File: src/rtl/ub_sched_pkg.sv
// ----------------------------------------------------------------------------
// ub_sched_pkg
// Shared definitions for the unified-buffer port schedule generator:
//   - NDIM_DEF / W_DEF : default loop depth and datapath width
//   - sched_state_e    : schedule FSM states
// ----------------------------------------------------------------------------
package ub_sched_pkg;

  localparam int NDIM_DEF = 4;
  localparam int W_DEF    = 16;

  typedef enum logic [1:0] {
    ST_IDLE = 2'd0,
    ST_WAIT = 2'd1,
    ST_RUN  = 2'd2,
    ST_DONE = 2'd3
  } sched_state_e;

endpackage

File: src/rtl/ub_sched_nest_cnt.sv
// ----------------------------------------------------------------------------
// ub_sched_nest_cnt
// NDIM-level loop-nest counter. Dimension NDIM-1 is innermost and steps
// fastest; each dimension wraps to 0 at extent-1 and carries outward.
// Ports:
//   clk, rst_n   clock / synchronous active-low reset
//   clr          load the all-zero point (priority over inc)
//   inc          advance to the next point
//   extent[]     trip count per dimension (must be non-zero while counting)
//   cnt[]        current point (registered)
//   nxt[]        point that inc would load (combinational)
//   last         current point is (extent[i]-1) in every dimension
// ----------------------------------------------------------------------------
module ub_sched_nest_cnt
  import ub_sched_pkg::*;
#(
  parameter int NDIM = NDIM_DEF,
  parameter int W    = W_DEF
) (
  input  logic         clk,
  input  logic         rst_n,
  input  logic         clr,
  input  logic         inc,
  input  logic [W-1:0] extent [NDIM-1:0],
  output logic [W-1:0] cnt    [NDIM-1:0],
  output logic [W-1:0] nxt    [NDIM-1:0],
  output logic         last
);

  logic [W-1:0]    cnt_q [NDIM-1:0];
  logic [W-1:0]    cnt_d [NDIM-1:0];
  logic [NDIM-1:0] at_max;
  // carry[k] is the carry into dimension k-1; the innermost always steps.
  logic [NDIM:1]   carry;

  assign carry[NDIM] = 1'b1;

  generate
    for (genvar gi = 0; gi < NDIM; gi++) begin : g_dim
      assign at_max[gi] = (cnt_q[gi] == extent[gi] - W'(1));
      assign nxt[gi]    = carry[gi+1] ? (at_max[gi] ? '0 : cnt_q[gi] + W'(1))
                                      : cnt_q[gi];
      assign cnt[gi]    = cnt_q[gi];
      if (gi > 0) begin : g_carry
        assign carry[gi] = carry[gi+1] & at_max[gi];
      end
    end
  endgenerate

  assign last = &at_max;

  always_comb begin
    for (int i = 0; i < NDIM; i++) begin
      cnt_d[i] = clr ? '0 : (inc ? nxt[i] : cnt_q[i]);
    end
  end

  always_ff @(posedge clk) begin
    if (!rst_n) begin
      for (int i = 0; i < NDIM; i++) cnt_q[i] <= '0;
    end else begin
      for (int i = 0; i < NDIM; i++) cnt_q[i] <= cnt_d[i];
    end
  end

endmodule

File: src/rtl/ub_port_sched_gen.sv
// ----------------------------------------------------------------------------
// ub_port_sched_gen
// Affine schedule generator for one unified-buffer port. After start it
// waits cfg_delay cycles, then walks the loop nest lexicographically,
// pulsing en every max(cfg_ii,1) cycles with the point in ctrl_vars and
// addr = offset + sum(ctrl_vars[i]*stride[i]) (mod 2^W).
// Ports:
//   clk, rst_n        clock / synchronous active-low reset
//   flush             restart to IDLE (beats start and stall)
//   start             launch a pass from IDLE or DONE (ignored while stalled)
//   stall             freeze everything; en forced low
//   cfg_extent/stride per-dimension trip count and address coefficient
//   cfg_offset        address base
//   cfg_delay         extra cycles before the first en
//   cfg_ii            en spacing (0 behaves as 1)
//   en, ctrl_vars, addr  registered, mutually aligned outputs
//   done              high while in DONE
// ----------------------------------------------------------------------------
module ub_port_sched_gen
  import ub_sched_pkg::*;
#(
  parameter int NDIM = NDIM_DEF,
  parameter int W    = W_DEF
) (
  input  logic         clk,
  input  logic         rst_n,
  input  logic         flush,
  input  logic         start,
  input  logic         stall,
  input  logic [W-1:0] cfg_extent [NDIM-1:0],
  input  logic [W-1:0] cfg_stride [NDIM-1:0],
  input  logic [W-1:0] cfg_offset,
  input  logic [W-1:0] cfg_delay,
  input  logic [W-1:0] cfg_ii,
  output logic         en,
  output logic [W-1:0] ctrl_vars  [NDIM-1:0],
  output logic [W-1:0] addr,
  output logic         done
);

  sched_state_e state_q, state_d;
  logic [W-1:0] ext_q    [NDIM-1:0];
  logic [W-1:0] ext_d    [NDIM-1:0];
  logic [W-1:0] stride_q [NDIM-1:0];
  logic [W-1:0] stride_d [NDIM-1:0];
  logic [W-1:0] offset_q, offset_d;
  logic [W-1:0] ii_q, ii_d;
  logic [W-1:0] dly_q, dly_d;
  logic [W-1:0] ii_cnt_q, ii_cnt_d;
  logic [W-1:0] addr_q, addr_d;
  logic         en_q, en_d;

  logic         nest_clr, nest_inc, nest_last;
  logic [W-1:0] nest_nxt [NDIM-1:0];
  logic [W-1:0] mac_nxt;
  logic         cfg_ext_zero;
  logic [W-1:0] cfg_ii_eff;

  ub_sched_nest_cnt #(.NDIM(NDIM), .W(W)) u_nest (
    .clk    (clk),
    .rst_n  (rst_n),
    .clr    (nest_clr),
    .inc    (nest_inc),
    .extent (ext_q),
    .cnt    (ctrl_vars),
    .nxt    (nest_nxt),
    .last   (nest_last)
  );

  // Address of the point about to be loaded, so addr lands with en.
  always_comb begin
    mac_nxt = offset_q;
    for (int i = 0; i < NDIM; i++) mac_nxt = mac_nxt + nest_nxt[i] * stride_q[i];
  end

  always_comb begin
    cfg_ext_zero = 1'b0;
    for (int i = 0; i < NDIM; i++) cfg_ext_zero = cfg_ext_zero | (cfg_extent[i] == '0);
  end

  assign cfg_ii_eff = (cfg_ii == '0) ? W'(1) : cfg_ii;

  always_comb begin
    state_d  = state_q;
    ext_d    = ext_q;
    stride_d = stride_q;
    offset_d = offset_q;
    ii_d     = ii_q;
    dly_d    = dly_q;
    ii_cnt_d = ii_cnt_q;
    addr_d   = addr_q;
    en_d     = 1'b0;
    nest_clr = 1'b0;
    nest_inc = 1'b0;
    if (flush) begin
      state_d  = ST_IDLE;
      dly_d    = '0;
      ii_cnt_d = '0;
      addr_d   = '0;
      nest_clr = 1'b1;
    end else if (!stall) begin
      case (state_q)
        ST_IDLE, ST_DONE: begin
          if (start) begin
            ext_d    = cfg_extent;
            stride_d = cfg_stride;
            offset_d = cfg_offset;
            ii_d     = cfg_ii_eff;
            dly_d    = cfg_delay;
            ii_cnt_d = '0;
            if (cfg_ext_zero) begin
              state_d = ST_DONE;
            end else if (cfg_delay == '0) begin
              // Zero delay: point 0 issues on the start edge itself.
              state_d  = ST_RUN;
              en_d     = 1'b1;
              nest_clr = 1'b1;
              addr_d   = cfg_offset;
              ii_cnt_d = cfg_ii_eff - W'(1);
            end else begin
              state_d = ST_WAIT;
            end
          end
        end
        ST_WAIT: begin
          if (dly_q <= W'(1)) begin
            state_d  = ST_RUN;
            dly_d    = '0;
            en_d     = 1'b1;
            nest_clr = 1'b1;
            addr_d   = offset_q;
            ii_cnt_d = ii_q - W'(1);
          end else begin
            dly_d = dly_q - W'(1);
          end
        end
        ST_RUN: begin
          // Last point already issued: leave the cycle after its en.
          if (nest_last) begin
            state_d = ST_DONE;
          end else if (ii_cnt_q == '0) begin
            en_d     = 1'b1;
            nest_inc = 1'b1;
            addr_d   = mac_nxt;
            ii_cnt_d = ii_q - W'(1);
          end else begin
            ii_cnt_d = ii_cnt_q - W'(1);
          end
        end
        default: state_d = ST_IDLE;
      endcase
    end
  end

  always_ff @(posedge clk) begin
    if (!rst_n) begin
      state_q  <= ST_IDLE;
      for (int i = 0; i < NDIM; i++) begin
        ext_q[i]    <= '0;
        stride_q[i] <= '0;
      end
      offset_q <= '0;
      ii_q     <= '0;
      dly_q    <= '0;
      ii_cnt_q <= '0;
      addr_q   <= '0;
      en_q     <= 1'b0;
    end else begin
      state_q  <= state_d;
      for (int i = 0; i < NDIM; i++) begin
        ext_q[i]    <= ext_d[i];
        stride_q[i] <= stride_d[i];
      end
      offset_q <= offset_d;
      ii_q     <= ii_d;
      dly_q    <= dly_d;
      ii_cnt_q <= ii_cnt_d;
      addr_q   <= addr_d;
      en_q     <= en_d;
    end
  end

  assign en   = en_q;
  assign addr = addr_q;
  assign done = (state_q == ST_DONE);

endmodule

File: config.mk
export PLATFORM = sky130hd
export DESIGN_NAME = ub_port_sched_gen
export DESIGN_NICKNAME = d
export VERILOG_FILES = /design/src/rtl/ub_sched_pkg.sv /design/src/rtl/ub_sched_nest_cnt.sv /design/src/rtl/ub_port_sched_gen.sv
export SDC_FILE = /design/constraint.sdc
export NUM_CORES = 2
export LEC_CHECK = 0
export ABC_CLOCK_PERIOD_IN_PS = 17500
export CAP_MARGIN = 5
export CORE_ASPECT_RATIO = 1.1
export CORE_MARGIN = 2
export CORE_UTILIZATION = 60
export DETAILED_ROUTE_END_ITERATION = 16
export PLACE_DENSITY = 0.89
export RECOVER_POWER = 25
export SYNTH_ARGS = -nofsm -noshare
export SYNTH_HDL_FRONTEND = slang
export SYNTH_SLANG_ARGS = --single-unit
File: constraint.sdc
create_clock -name clk -period 17.5 [get_ports clk]
set_input_delay 3.5 -clock clk [delete_from_list [all_inputs] [get_ports clk]]
set_output_delay 3.5 -clock clk [all_outputs]
set_load 0.02 [all_outputs]
==> impl_metrics.ini <==
[pwr]
p_int_mw = 1.15
clkPwrFrac_pct = 41.7
switchingPower_uw = 493
power.leakage_nw = 16.1
power_frac_seq_pct = 41.1
irDropWorstVdd_mv = 0.0774
pwr-share-comb_pct = 17.2
cellPowerDensity_mw_per_mm2 = 44.1
p_total_mw = 1.64
switching_share_pct = 30.1

[worst_setup_path]
cp.required_ns = 18.03
cp-end-kind = flip-flop
path_class = flip-flop to flip-flop
critPathMaxStageDelay_ns = 0.81
cp_max_fo = 27
slowest_stage = o21ai_1
cp.arrival_ns = 12.96
critPathLaunchType = flip-flop
crit_top_cell = fa_1

[grt]
grt-ovfl-total = 0
grt_pass1_vias = 29701
grt_usage_pct = 35.8
grt_max_degree = 84
antenna_found_initial = 3
grt_first_pass_wirelength_um = 162000

[floorplanning]
dieArea_mm2 = 0.0573
start_util_pct = 60.6
core_mm2 = 0.0548
die_w_um = 228
die_y_um = 251
core.rowCount = 90
ios = 263

[placed_design]
dp.cells = 4887
portBuffers = 262
globalplace.congestion = 1.01
place_area_mm2 = 0.0361
dp_hpwl_um = 80200
pre_cts_ws_ns = 5.26

[yosys]
ys_ff_latch = 275
synth.area.top_cells = fa_1 (24%), dfxtp_1 (17%), nand2_1 (8.7%), ha_1 (7.6%), inv_1 (6.5%)
synth_top_cell_by_area = fa_1
avgSynthCellArea_um2 = 8.12
synth.net_count = 4879
ys_types = 94
synth-seq-area-share_pct = 16.6
synth-edff-count = 0
yosysTopAreaCellShare_pct = 24.4
syn_inst = 4091
yosys_warnings = 0
ys_async_sr_fraction_pct = 0
synthFlopType = dfxtp_1
syn_area_mm2 = 0.0332

[sta]
fin_crit_ns = 12.43
max_freq_mhz = 80.4
finalWorstSetupSlack_ns = 5.07
slew_violations = 215
setup_viol = 0
period_share_pct = 71.0
grt_setup_unrepaired = no
relSlewSlack_pct = -131
hold_viol_final = 0
tightest_slew_ns = 3.46
setup_tns_ns = 0
fin_skew_ns = 0.0173

[min_path]
hold_class = flip-flop to flip-flop

[finish]
final_cells = 4944
diodes = 0
final_cell_mix = nand2_1 (765), inv_1 (572), fa_1 (405)
multi_input_area_mm2 = 0.0247
area_growth_pct = 11.9
seqCellArea_mm2 = 0.00551
stdcell_area_mm2 = 0.0372
final_common_cell = nand2_1
layout.nets = 4973
n_fill_cell = 4315
drive_above_1_share_pct = 3.09

[detailed_routing]
drt_wl_total_um = 103000
firstDrtPassIters = 8
drtIter0Drc = 3245
wl_per_cell_um = 20.8
vias = 29721
postRouteAntennaNets = 0
drcViolationCount = 0
viasPerCell = 6.01

[cts]
cts.clk_slew.worst_paths_ns = 0.07
ctsHoldBuffers = 0
cts.htree.levels = 1
cts_setup_buffers = 0
clock_sinks = 275
cts_buffer_depth = 3
post_cts_resized = 0
cts_root_buffer = clkbuf_16
clkLatencyLatePin_ns = 0.61
cts_buffers = 31
cts_tree = done

[job]
drv_cap = 3

[status]
violations = max-capacitance violations, max-slew violations
status = complete, but fails checks
[path summary, 6_finish.rpt]
check / slack, ns / depth (start not counted) / to / from
max reg2reg: 5.07 / 37 / addr[15] / ext_q[48]
min reg2reg: 0.48 / 2 / stride_q[15] / stride_q[15]
min: 0.48 / 2 / stride_q[15] / stride_q[15]
max: 5.07 / 37 / addr[15] / ext_q[48]
[critical path, delay by kind of cell (launching register included)]
kind	cells	cell delay (ns)
buffers and inverters	4	0.46
AND/OR/NAND/NOR	6	2.38
adder cells (fa/ha/maj)	11	5.00
XOR/XNOR	11	2.20
flip-flops	1	0.36
AO/OA/AOI/OAI	5	1.94
[synth_stat cells (70+ instances only)]
| master | number |
|---|---|
| nand2_1 | 767 |
| inv_1 | 572 |
| fa_1 | 405 |
| dfxtp_1 | 275 |
| nor2_1 | 209 |
| clkbuf_1 | 203 |
| ha_1 | 202 |
| and2_1 | 168 |
| xnor2_1 | 165 |
| a21boi_0 | 163 |
| o21ai_0 | 93 |
| nor3_1 | 75 |
| a21oi_1 | 70 |
[cell families (layout without fill, tap and decap cells)]
logic type,Yosys count,after routing,share of synthesized area [%]
muxes,40,40,1.22
DFF,275,275,16.6
xor gates and xnor gates,251,251,7.45
adders and majority gates,607,607,32.0
buffers and inverters,804,921,9.16
AOI/OAI and AO/OA,527,527,10.9
and+or+nand+nor,1587,1587,22.7
[state kept, by name, indices dropped and copies added (netlist names)]
| register | count |
|---|---|
| ext_q | 64 |
| stride_q | 64 |
| u_nest.cnt_q | 64 |
| addr | 16 |
| dly_q | 16 |
| ii_cnt_q | 16 |
| ii_q | 16 |
| offset_q | 16 |
| state_q | 2 |
| en | 1 |
[layer usage]
metal | part of all wire, % | up-vias | global-route usage, % | wire length (µm)
li1 | - | 13260 | - | -
met1 | 38 | 14357 | 46.5 | 39000
met2 | 46 | 1724 | 57.7 | 47300
met3 | 10 | 378 | 6.65 | 10500
met4 | 5.7 | 2 | 17.8 | 5870
met5 | 0.016 | - | 0 | 16
[metrics by stage]
stage,util (%),hold WS (ns)
final,67.8,0.484
after global routing,67.8,0.513
after CTS,67.8,0.478
after detailed placement,65.9,0.469
after global placement,65.9,0.463
after floorplan,-,0.439
[power by group through the flow]
stage / Sequential, mW / Clock [mW] / Combinational, mW
2_1_floorplan: 0.668 / 0 / 0.182
3_3_place_gp: 0.685 / 0 / 0.270
3_5_place_dp: 0.686 / 0 / 0.273
4_1_cts: 0.672 / 0.686 / 0.276
5_1_grt: 0.675 / 0.710 / 0.307
6_report: 0.674 / 0.684 / 0.282
[layout make-up]
cell class / instances / area share (%)
sequential: 275 / 14.8
clock buffer: 36 / 2.24
clock inverter: 20 / 0.572
inverter: 573 / 5.78
timing repair buffer: 292 / 7.62
tap: 736 / 2.48
multi-input combinational: 3012 / 66.5
No activity file was read; power rests on OpenSTA's default activity.
